File: src/rtl/trace_capture_buffer.sv
// trace_capture_buffer: circular debug trace of processor fetches (PC/IR/state).
// Capture stops once the halt instruction is stored. The host then drains the
// entries oldest-first through a one-cycle-latency request/valid read port.
module trace_capture_buffer #(
  parameter int unsigned DEPTH   = 16,
  parameter int unsigned AW      = 4,
  parameter logic [15:0] HALT_IR = 16'h5000
) (
  input  logic          Clk,
  input  logic          Reset,
  input  logic          Arm,
  input  logic          Cap_Valid,
  input  logic [6:0]    PC_In,
  input  logic [15:0]   IR_In,
  input  logic [3:0]    State_In,
  input  logic          Rd_Req,
  output logic [26:0]   Rd_Data,
  output logic          Rd_Valid,
  output logic [AW:0]   Count,
  output logic          Busy,
  output logic          Done,
  output logic          Wrapped
);

  localparam int unsigned DW = 27;
  localparam logic [AW:0] FULL = (AW+1)'(DEPTH);

  typedef enum logic [1:0] {
    S_IDLE    = 2'd0,
    S_CAPTURE = 2'd1,
    S_DONE    = 2'd2
  } state_t;

  state_t          state;
  state_t          state_nxt;
  logic            wr_en_c;
  logic            rd_en_c;
  logic [AW-1:0]   wptr;
  logic [AW-1:0]   rptr;
  logic [DW-1:0]   mem [DEPTH];

  // Next-state decode plus the write/read enables; Arm overrides everything.
  always_comb begin
    state_nxt = state;
    wr_en_c   = 1'b0;
    rd_en_c   = 1'b0;
    if (Arm) begin
      state_nxt = S_CAPTURE;
    end else begin
      case (state)
        S_CAPTURE: begin
          if (Cap_Valid) begin
            wr_en_c = 1'b1;
            if (IR_In == HALT_IR) state_nxt = S_DONE;
          end
        end
        S_DONE: begin
          if (Rd_Req && (Count != '0)) rd_en_c = 1'b1;
        end
        default: ;
      endcase
    end
  end

  // State register with registered Busy/Done decodes of the next state.
  always_ff @(posedge Clk or posedge Reset) begin
    if (Reset) begin
      state <= S_IDLE;
      Busy  <= 1'b0;
      Done  <= 1'b0;
    end else begin
      state <= state_nxt;
      Busy  <= (state_nxt == S_CAPTURE);
      Done  <= (state_nxt == S_DONE);
    end
  end

  // Pointer, occupancy and wrap bookkeeping; a full buffer drops its oldest entry.
  always_ff @(posedge Clk or posedge Reset) begin
    if (Reset) begin
      wptr    <= '0;
      rptr    <= '0;
      Count   <= '0;
      Wrapped <= 1'b0;
    end else if (Arm) begin
      wptr    <= '0;
      rptr    <= '0;
      Count   <= '0;
      Wrapped <= 1'b0;
    end else if (wr_en_c) begin
      wptr <= wptr + AW'(1);
      if (Count < FULL) begin
        Count <= Count + (AW+1)'(1);
      end else begin
        rptr    <= rptr + AW'(1);
        Wrapped <= 1'b1;
      end
    end else if (rd_en_c) begin
      rptr  <= rptr + AW'(1);
      Count <= Count - (AW+1)'(1);
    end
  end

  // Trace RAM write port (no reset, so it maps onto a RAM macro).
  always_ff @(posedge Clk) begin
    if (wr_en_c) mem[wptr] <= {State_In, PC_In, IR_In};
  end

  // Synchronous read port; Rd_Data holds its last value between reads.
  always_ff @(posedge Clk or posedge Reset) begin
    if (Reset) begin
      Rd_Data  <= '0;
      Rd_Valid <= 1'b0;
    end else begin
      Rd_Valid <= rd_en_c;
      if (rd_en_c) Rd_Data <= mem[rptr];
    end
  end

endmodule

File: config.mk
export PLATFORM = sky130hd
export DESIGN_NAME = trace_capture_buffer
export DESIGN_NICKNAME = d
export VERILOG_FILES = /design/src/rtl/trace_capture_buffer.sv
export SDC_FILE = /design/constraint.sdc
export NUM_CORES = 1
export LEC_CHECK = 0
export CAP_MARGIN = 20
export CORE_MARGIN = 2
export CORE_UTILIZATION = 65
export DETAILED_ROUTE_END_ITERATION = 7
export GPL_ROUTABILITY_DRIVEN = 1
export PLACE_DENSITY = 0.86
export SLEW_MARGIN = 10
export SYNTH_ARGS = -nofsm -noshare
export SYNTH_HDL_FRONTEND = slang
export SYNTH_SLANG_ARGS = --single-unit
File: constraint.sdc
create_clock -name Clk -period 6.5 [get_ports Clk]
set_input_delay 0.65 -clock Clk [delete_from_list [all_inputs] [get_ports Clk]]
set_output_delay 0.65 -clock Clk [all_outputs]
set_load 0.01 [all_outputs]
==> impl_metrics.json, run 1 <==
{
  "io_pins": 68,
  "syn2layout_area_growth_pct": 15.4,
  "rsz0062_at_grt": "false",
  "drt_iter0_markers": 1473,
  "syn_area_um2": 18400,
  "synth_compound_area_share_pct": 3.49,
  "fin_crit_ns": 4.09,
  "synth_ff_type": "edfxtp_1",
  "period_share_pct": 63.0,
  "initial_core_util_pct": 66.2,
  "yosys_register_bits": 478,
  "fin_nets": 992,
  "wl_per_cell_um": 32.9,
  "yosys.area_share.simple_pct": 2.42,
  "clkLatencyLatePin_ns": 0.56,
  "dp_hpwl_um": 20400,
  "numPortBuffers": 67,
  "skew_ns": 0.0117,
  "cts-hold-fix-buffers": 0,
  "grt.overflow.total": 0,
  "place_inst": 1269,
  "coreArea_um2": 27900,
  "via_per_inst": 7.03,
  "drive_above_1_share_pct": 23.6,
  "clock-sinks": 478,
  "ir_worst_vdd_mv": 0.225,
  "async_reset_ff_share_pct": 9.62,
  "ys_seq_area_share_pct": 76.6,
  "rows": 61,
  "worst-path-max-fanout": 40,
  "cts_htree_levels": 2,
  "cts_buffers": 46,
  "fp.dieH_um": 172,
  "clock.fmax_mhz": 244,
  "arrival_ns": 4.47,
  "cts.path.max_buffers": 3,
  "post_cts_buffers": 0,
  "grt.total_usage_pct": 28.9,
  "slew_headroom_pct": 24.6,
  "wl_met2_um": 22400,
  "ant_nets": 0,
  "synth_top_family_by_area": "multiplexers",
  "dieArea_um2": 29700,
  "synth-xor-area-share_pct": 0.285,
  "first_pass_iters": 5,
  "clkTransAtPathRegs_ns": 0.06,
  "setup_viol": 0,
  "hold_path.class": "flop to flop",
  "end_kind": "flop",
  "status": "complete, no violations",
  "finalPower_mw": 6.43,
  "pre_cts_ws_ns": 1.93,
  "synth_area_leaders": "edfxtp_1 70%, mux4_2 13%, dfrtp_1 6.2%",
  "hold_viol": 0,
  "ys_warn_count": 0,
  "syn_nets": 908,
  "top_layer": "met4",
  "p_leak_nw": 6.73,
  "ctsResizeCount": 0,
  "setup_ws_ns": 2.41,
  "fin_cells": 1367,
  "gp_congestion": 0.739,
  "fin_setup_tns_ns": 0,
  "netlist.area_leader.share_pct": 70.3,
  "critical_path_class": "primary input to flop",
  "cap_violations": 0,
  "die_w_um": 172,
  "grt_max_degree": 64,
  "grt_pass1_wl_um": 60800,
  "route.layer.met1.wl_um": 16100,
  "synth_top_cell_by_area": "edfxtp_1",
  "ys_types": 45,
  "grt_pass1_vias": 9456,
  "vias": 9616,
  "finalWirelength_um": 44900,
  "synth-edff-count": 432,
  "powerDensity_nw_per_um2": 302,
  "slew_violations": 0,
  "cts_tree": "done",
  "worst_slew_pin_slew_ns": 1.13,
  "netlist_instances": 867,
  "synthAdderAreaFrac_pct": 0.651,
  "met3WireLength_um": 4870,
  "antenna_found_initial": 1,
  "drc_errors": 0,
  "synth.mux.area_fraction_pct": 15.2,
  "avgSynthCellArea_um2": 21.3,
  "root_buffer": "clkbuf_16",
  "required_ns": 6.88,
  "crit_path_start_kind": "primary input"
}
==> state kept, by name (all words and copies together) (netlist names) <==
| name | cells |
|---|---|
| Busy | 1 |
| Count | 5 |
| Done | 1 |
| Rd_Data | 27 |
| Rd_Valid | 1 |
| Wrapped | 1 |
| mem | 432 |
| rptr | 4 |
| state | 2 |
| wptr | 4 |
==> layout make-up <==
cell class,count,area (um^2)
antenna,1,2.50
clock buffer,68,1310
clock inverter,17,141
fill,1354,6570
inverter,6,22.5
multi-input combinational,334,4190
sequential,478,14100
tap,378,473
timing repair buffer,85,1010
==> final timing paths <==
path | start | end | slack, ns | depth (start not counted)
min in group asynchronous | Reset | Rd_Data[23]$_DFFE_PP0P_ | 0.63 | 3
max in group asynchronous | Reset | rptr[3]$_DFFE_PP0P_ | 5.31 | 3
worst min-delay path | Rd_Data[6]$_DFFE_PP0P_ | Rd_Data[6]$_DFFE_PP0P_ | 0.50 | 1
worst max register to register | Count[1]$_DFFE_PP0P_ | Rd_Data[11]$_DFFE_PP0P_ | 2.72 | 5
worst min register to register | Rd_Data[6]$_DFFE_PP0P_ | Rd_Data[6]$_DFFE_PP0P_ | 0.50 | 1
worst max-delay path | Arm | Rd_Data[11]$_DFFE_PP0P_ | 2.41 | 6
==> worst max-delay path, stage by stage <==
cell	delay, ns
clkdlybuf4s50_1	0.82
nor2_1	0.42
o2111ai_4	0.56
inv_2	0.88
and2_1	0.91
a221oi_2	0.19
==> through the flow <==
step	cell area [um^2]	utilization [%]	hold WS, ns
final	21300	76.4	0.505
after detailed placement	19600	70.2	0.502
after floorplan	18400	-	0.513
after global routing	21300	76.4	0.550
after global placement	19500	70.1	0.495
after CTS	21000	75.4	0.515
==> per-layer routing <==
| metal | up-vias | track usage, % |
|---|---|---|
| met5 | - | 0 |
| met4 | 0 | 11.3 |
| met3 | 117 | 5.29 |
| met2 | 779 | 45.0 |
| met1 | 4952 | 41.7 |
| li1 | 3768 | - |
==> kinds of logic (layout without fill, tap and decap cells) <==
logic type               after synthesis  in the layout
AO/OA/AOI/OAI                         81             81
XOR/XNOR                               6              6
adder cells (fa/ha/maj)                9              9
buffers and inverters                 55            176
flip-flops                           478            478
multiplexers                         145            145
other                                  0              1
AND/OR/NAND/NOR                       93             93
==> power breakdown <==
group	switching [mW]	internal, mW	total (mW)	leakage, nW
Combinational	0.207	0.177	0.384	1.52
Clock	1.14	1.47	2.61	0.701
Sequential	0.0438	3.39	3.43	4.51
Total	1.39	5.04	6.43	6.73
==> synthesized netlist by cell type, types with 6 or more instances <==
master / number
dfrtp_1: 46
ha_1: 8
a211o_1: 8
edfxtp_1: 432
o22ai_1: 15
a221oi_2: 10
mux2i_1: 31
mux2_2: 6
a22o_1: 8
o21ai_0: 9
nor3_1: 6
nor2b_1: 11
a21oi_1: 18
nor2_1: 42
nand2_1: 13
clkbuf_1: 22
buf_2: 21
mux4_2: 108
==> placed cells by master (no fill, tap or decap), types with 3 or more instances in the layout <==
master | Yosys | final
o21ai_0 | 9 | 9
nor3_1 | 6 | 6
buf_4 | 2 | 5
dfrtp_4 | 0 | 3
nor4_1 | 3 | 3
nand2_1 | 13 | 13
a21oi_1 | 18 | 18
o22ai_1 | 15 | 15
a22o_1 | 8 | 8
clkinv_2 | 0 | 7
mux2i_1 | 31 | 31
a211o_1 | 8 | 8
dfrtp_1 | 46 | 42
a221oi_1 | 5 | 5
nand3_1 | 4 | 4
clkdlybuf4s50_1 | 0 | 67
nor2_4 | 0 | 16
a221oi_2 | 10 | 10
clkbuf_1 | 22 | 16
xor2_1 | 4 | 4
clkbuf_16 | 0 | 47
edfxtp_1 | 432 | 432
inv_1 | 5 | 4
clkinvlp_4 | 0 | 3
clkinv_1 | 0 | 4
buf_16 | 0 | 6
buf_12 | 0 | 7
mux2_2 | 6 | 6
clkbuf_8 | 0 | 5
mux4_2 | 108 | 108
nor2_1 | 42 | 26
nor2b_1 | 11 | 11
nand2b_1 | 3 | 3
ha_1 | 8 | 8
Note: power is estimated with default switching activity, not from simulation.
==> run 2, diff against run 1 <==
--- a/config.mk
+++ b/config.mk
@@ -7,10 +7,10 @@
 export LEC_CHECK = 0
 export CAP_MARGIN = 20
 export CORE_MARGIN = 2
-export CORE_UTILIZATION = 65
+export CORE_UTILIZATION = 55
 export DETAILED_ROUTE_END_ITERATION = 7
 export GPL_ROUTABILITY_DRIVEN = 1
-export PLACE_DENSITY = 0.86
+export PLACE_DENSITY = 0.78
 export SLEW_MARGIN = 10
 export SYNTH_ARGS = -nofsm -noshare
 export SYNTH_HDL_FRONTEND = slang
==> constraint.sdc (replaced) <==
create_clock -name Clk -period 3.6 [get_ports Clk]
set_input_delay 0.36 -clock Clk [delete_from_list [all_inputs] [get_ports Clk]]
set_output_delay 0.36 -clock Clk [all_outputs]
set_load 0.01 [all_outputs]
==> run 2 against run 1 <==
Effect of this change:
- sequential share of layout area down 1.3 points
- non-clock buffer count grew 33
- final cell count is 7.5% higher
- critical endpoint is now Rd_Data[9]$_DFFE_PP0P_
- largest power group unchanged
==> impl_metrics.json, run 2 (synthesis gave the netlist of run 1 again) <==
{
  "status": "complete, no violations",
  "clock-sinks": 478,
  "grt.overflow.total": 0,
  "setup_ws_ns": 1.21,
  "arrival_ns": 2.78,
  "drive_above_1_share_pct": 26.9,
  "slew_headroom_pct": 36.4,
  "cts-hold-fix-buffers": 0,
  "drc_errors": 0,
  "numPortBuffers": 67,
  "via_per_inst": 6.26,
  "grt_max_degree": 64,
  "layout_commonest_cell": "edfxtp_1",
  "fp.dieH_um": 187,
  "root_buffer": "clkbuf_16",
  "clkTransAtPathRegs_ns": 0.06,
  "final_cell_mix": "432 x edfxtp_1, 108 x mux4_2, 67 x clkdlybuf4s50_1",
  "coreArea_um2": 33300,
  "required_ns": 3.99,
  "grt_use_met1_pct": 33.7,
  "wl_per_cell_um": 27.4,
  "p_leak_nw": 6.96,
  "die_w_um": 187,
  "ir_worst_vdd_mv": 0.411,
  "cts_htree_levels": 2,
  "finalPower_mw": 12.1,
  "cts.path.max_buffers": 3,
  "ctsResizeCount": 0,
  "cts_buffers": 46,
  "pwr-share-seq_pct": 51.3,
  "fillCellCount": 2079,
  "largest_register_ffs": 432,
  "dieArea_um2": 35000,
  "grt_pass1_vias": 9579,
  "cts_tree": "done",
  "cap_violations": 0,
  "setup_viol": 0,
  "top_regs": "mem: 432 flops, Rd_Data: 27 flops, Count: 5 flops",
  "multi_input_area_um2": 4190,
  "powerDensity_nw_per_um2": 557,
  "critical_path_class": "flop to flop",
  "syn2layout_area_growth_pct": 17.7,
  "pre_cts_ws_ns": 0.794,
  "fin_setup_tns_ns": 0,
  "fin_nets": 1025,
  "clock.fmax_mhz": 418,
  "crit_path_start_kind": "flop",
  "vias": 9192,
  "gp_congestion": 0.807,
  "path_buf_inv": 1,
  "top_usage_layer": "met2",
  "largest_register": "mem",
  "crit_chain": "buf_4 -> mux4_2 -> mux2i_1 -> mux2_2 -> o21ai_0",
  "rows": 67,
  "first_pass_iters": 5,
  "slowest_delay_ns": 0.92,
  "initial_core_util_pct": 55.4,
  "antenna_found_initial": 0,
  "drt_iter0_markers": 1027,
  "final_util_pct": 65.2,
  "internal_power_mw": 9.61,
  "grt.total_usage_pct": 23.8,
  "use_met2_pct": 39.4,
  "fin_crit_ns": 2.39,
  "io_pins": 68,
  "grt_pass1_wl_um": 61500,
  "p_sw_mw": 2.48,
  "skew_ns": 0.0127,
  "rsz0062_at_grt": "false",
  "combPwrFrac_pct": 5.7,
  "crit_family": "flip-flops",
  "hold_viol": 0,
  "clkLatencyLatePin_ns": 0.55,
  "end_kind": "flop",
  "antenna_cells": 0,
  "hold_path.class": "primary input to asynchronous set/reset pin",
  "worst_slew_pin_slew_ns": 0.954,
  "switching_share_pct": 20.5,
  "period_share_pct": 66.4,
  "dp_hpwl_um": 23200,
  "post_cts_buffers": 0,
  "regArea_um2": 14100,
  "power_frac_clock_pct": 43.0,
  "ant_nets": 0,
  "worst-path-max-fanout": 38,
  "slew_violations": 0,
  "critical_path.slowest_cell": "dfrtp_4",
  "finalWirelength_um": 40300,
  "grt_use_met3_pct": 4.00
}
[run 2: power by group through the flow]
stage	combinational [mW]	sequential [mW]	clock [mW]
2_1_floorplan	0.434	6.27	0
3_3_place_gp	0.671	6.32	0
3_5_place_dp	0.695	6.32	0
4_1_cts	0.698	6.21	5.25
5_1_grt	0.744	6.22	5.47
6_report	0.690	6.21	5.20
[run 2: path summary, 6_finish.rpt]
path / from / end / slack [ns] / depth (start not counted)
setup / recovery: rptr[0]$_DFFE_PP0P_ / Rd_Data[9]$_DFFE_PP0P_ / 1.21 / 5
hold / removal: Reset / Rd_Data[25]$_DFFE_PP0P_ / 0.21 / 2
setup reg to reg: rptr[0]$_DFFE_PP0P_ / Rd_Data[9]$_DFFE_PP0P_ / 1.21 / 5
hold reg to reg: Rd_Data[0]$_DFFE_PP0P_ / Rd_Data[0]$_DFFE_PP0P_ / 0.48 / 2
max in group asynchronous: Reset / rptr[3]$_DFFE_PP0P_ / 2.56 / 3
min in group Clk: Rd_Data[0]$_DFFE_PP0P_ / Rd_Data[0]$_DFFE_PP0P_ / 0.48 / 2
[run 2: layer usage]
layer / routed length (um) / vias up / part of all wire (%)
met3: 2990 / 61 / 7.4
met4: 778 / 0 / 1.9
met1: 16000 / 4898 / 40
met5: 0 / - / 0
met2: 20500 / 411 / 51
li1: - / 3822 / -
[run 2: worst register-to-register path: stages, from the launching register on]
cell and delay (ns):
dfrtp_4 0.92, buf_4 0.35, mux4_2 0.52, mux2i_1 0.18, mux2_2 0.17, o21ai_0 0.10
[run 2: final cells by class]
cell class / instances / share of cell area, %
clock buffer: 55 / 5.65
clock inverter: 30 / 1.92
inverter: 6 / 0.104
multi-input combinational: 334 / 19.3
sequential: 478 / 65.1
tap: 448 / 2.58
timing repair buffer: 118 / 5.31
[run 2: per-stage QoR]
step / hold slack (ns) / area [um^2] / std cells
after global routing: 0.262 / 21700 / 1469
after detailed placement: 0.471 / 20100 / 1384
after CTS: 0.218 / 21700 / 1469
final: 0.210 / 21700 / 1469
after floorplan: 0.459 / 18400 / 867
after global placement: 0.468 / 20100 / 1384
==> run 3, diff against run 2 <==
--- a/config.mk
+++ b/config.mk
@@ -7,10 +7,10 @@
 export LEC_CHECK = 0
 export CAP_MARGIN = 20
 export CORE_MARGIN = 2
-export CORE_UTILIZATION = 55
+export CORE_UTILIZATION = 60
 export DETAILED_ROUTE_END_ITERATION = 7
 export GPL_ROUTABILITY_DRIVEN = 1
-export PLACE_DENSITY = 0.78
+export PLACE_DENSITY = 0.81
 export SLEW_MARGIN = 10
 export SYNTH_ARGS = -nofsm -noshare
 export SYNTH_HDL_FRONTEND = slang
==> constraint.sdc (replaced) <==
create_clock -name Clk -period 2.3 [get_ports Clk]
set_input_delay 0.23 -clock Clk [delete_from_list [all_inputs] [get_ports Clk]]
set_output_delay 0.23 -clock Clk [all_outputs]
set_load 0.01 [all_outputs]
==> run 3 against run 2 <==
Effect of this change:
- final cell count down 1.9%
- critical path type unchanged
- critical path depth unchanged
- global-route usage up 3.8 points
- register-to-register slack worse by 1.0 ns
- clock skew up 0.00089 ns
==> impl_metrics.json, run 3 (synthesis gave the netlist of run 1 again) <==
{
  "fp.dieH_um": 179,
  "ctsResizeCount": 0,
  "initial_core_util_pct": 60.6,
  "grt.total_usage_pct": 27.5,
  "clock-sinks": 478,
  "vias": 9534,
  "worst_slew_pin_slew_ns": 0.619,
  "io_pins": 68,
  "critical_path_class": "flop to flop",
  "fin_nets": 1050,
  "cts_htree_levels": 2,
  "syn2layout_area_growth_pct": 19.2,
  "end_kind": "flop",
  "cap_violations": 0,
  "status": "complete, no violations",
  "clkLatencyLatePin_ns": 0.55,
  "cts-hold-fix-buffers": 0,
  "p_sw_mw": 3.83,
  "root_buffer": "clkbuf_16",
  "clock.fmax_mhz": 470,
  "layout_commonest_cell": "edfxtp_1",
  "via_per_inst": 6.62,
  "required_ns": 2.69,
  "pwr-share-seq_pct": 52.2,
  "dieArea_um2": 32200,
  "arrival_ns": 2.51,
  "final_util_pct": 72.3,
  "r2r_slack_ns": 0.17,
  "switching_share_pct": 20.7,
  "powerDensity_nw_per_um2": 840,
  "wl_per_cell_um": 29.4,
  "combPwrFrac_pct": 6.7,
  "power_frac_clock_pct": 41.1,
  "hold_path.class": "primary input to asynchronous set/reset pin",
  "r2r_cells": 5,
  "cts_tree": "done",
  "cts.path.max_buffers": 3,
  "r2r-end": "Rd_Data[9]$_DFFE_PP0P_",
  "ir_worst_vdd_mv": 0.546,
  "ant_nets": 0,
  "final_cell_mix": "432 x edfxtp_1, 108 x mux4_2, 67 x clkdlybuf4s50_1",
  "rows": 64,
  "drive_above_1_share_pct": 28.4,
  "finalPower_mw": 18.5,
  "largest_register_ffs": 432,
  "cts_buffers": 45,
  "clkTransAtPathRegs_ns": 0.06,
  "numPortBuffers": 67,
  "antenna_cells": 0,
  "top_regs": "mem: 432 flops, Rd_Data: 27 flops, Count: 5 flops",
  "first_pass_iters": 5,
  "fin_crit_ns": 2.13,
  "antenna_found_initial": 0,
  "post_cts_buffers": 0,
  "p_leak_nw": 7.11,
  "grt_max_degree": 32,
  "slew_headroom_pct": 58.8,
  "drc_errors": 0,
  "setup_viol": 0,
  "largest_register": "mem",
  "crit_path_start_kind": "flop",
  "finalWirelength_um": 42400,
  "coreArea_um2": 30400,
  "place_area_um2": 20500,
  "stdcell_area_um2": 22000,
  "dp_hpwl_um": 23200,
  "worst-path-max-fanout": 22,
  "gp_congestion": 0.833,
  "hold_viol": 0,
  "period_share_pct": 92.4,
  "die_w_um": 179,
  "skew_ns": 0.0136,
  "grt_pass1_vias": 10000,
  "drt_iter0_markers": 1235,
  "grt_pass1_wl_um": 63200,
  "rsz0062_at_grt": "false",
  "internal_power_mw": 14.6,
  "slew_violations": 0,
  "grt.overflow.total": 0,
  "timing.rr.start": "rptr[1]$_DFFE_PP0P_"
}
[run 3: layout make-up]
| class | instances | area, um^2 |
|---|---|---|
| Clock buffer | 64 | 1290 |
| Timing Repair Buffer | 144 | 1610 |
| Fill cell | 1665 | 8440 |
| Inverter | 6 | 22.5 |
| Sequential cell | 478 | 14100 |
| Clock inverter | 19 | 239 |
| Tap cell | 396 | 495 |
| Multi-Input combinational cell | 334 | 4190 |
[run 3: per-stage QoR]
step	instances	setup slack (ns)	setup TNS (ns)	hold WS [ns]
after floorplan	867	-0.215	-59.44	0.329
after global routing	1441	0.0454	0	0.106
after global placement	1358	0.0779	0	0.469
final	1441	0.174	0	0.0771
after detailed placement	1358	-0.0198	-0.0198	0.471
after CTS	1441	0.166	0	0.0849
[run 3: power groups by stage]
stage                     Sequential [mW]  Clock [mW]  Combinational, mW
after floorplan                      9.82           0              0.686
after global placement               9.81           0               1.19
after detailed placement             9.81           0               1.22
after CTS                            9.63        7.65               1.24
after global routing                 9.63        7.99               1.33
final                                9.63        7.59               1.24
[run 3: worst max-delay path by stage]
stage,startpoint,endpoint,slack (ns),depth (start not counted)
2_1_floorplan,state[1]$_DFF_PP0_,mem[15][0]$_DFFE_PP_,-0.21,4
3_3_place_gp,Arm,Count[4]$_DFFE_PP0P_,0.08,8
3_5_place_dp,Arm,Count[4]$_DFFE_PP0P_,-0.02,8
4_1_cts,Count[3]$_DFFE_PP0P_,Rd_Data[17]$_DFFE_PP0P_,0.17,6
5_1_grt,Count[3]$_DFFE_PP0P_,Rd_Data[21]$_DFFE_PP0P_,0.05,6
6_report,rptr[1]$_DFFE_PP0P_,Rd_Data[9]$_DFFE_PP0P_,0.17,5
[run 3: worst max-delay path, cell delays in order (launching register included)]
cell and delay, ns:
dfrtp_2 0.76, buf_4 0.36, mux4_2 0.33, mux2i_1 0.18, mux2_2 0.19, o21ai_0 0.11
[run 3: metal layers]
metal  wire, um  up-vias  track usage, %  part of all wire, %
met5          0        -               0                    0
met4       1500        0            10.8                  3.5
met3       3880      116            5.21                  9.2
met2      20900      591            43.5                   49
met1      16100     4945            38.9                   38
li1           -     3882               -                    -
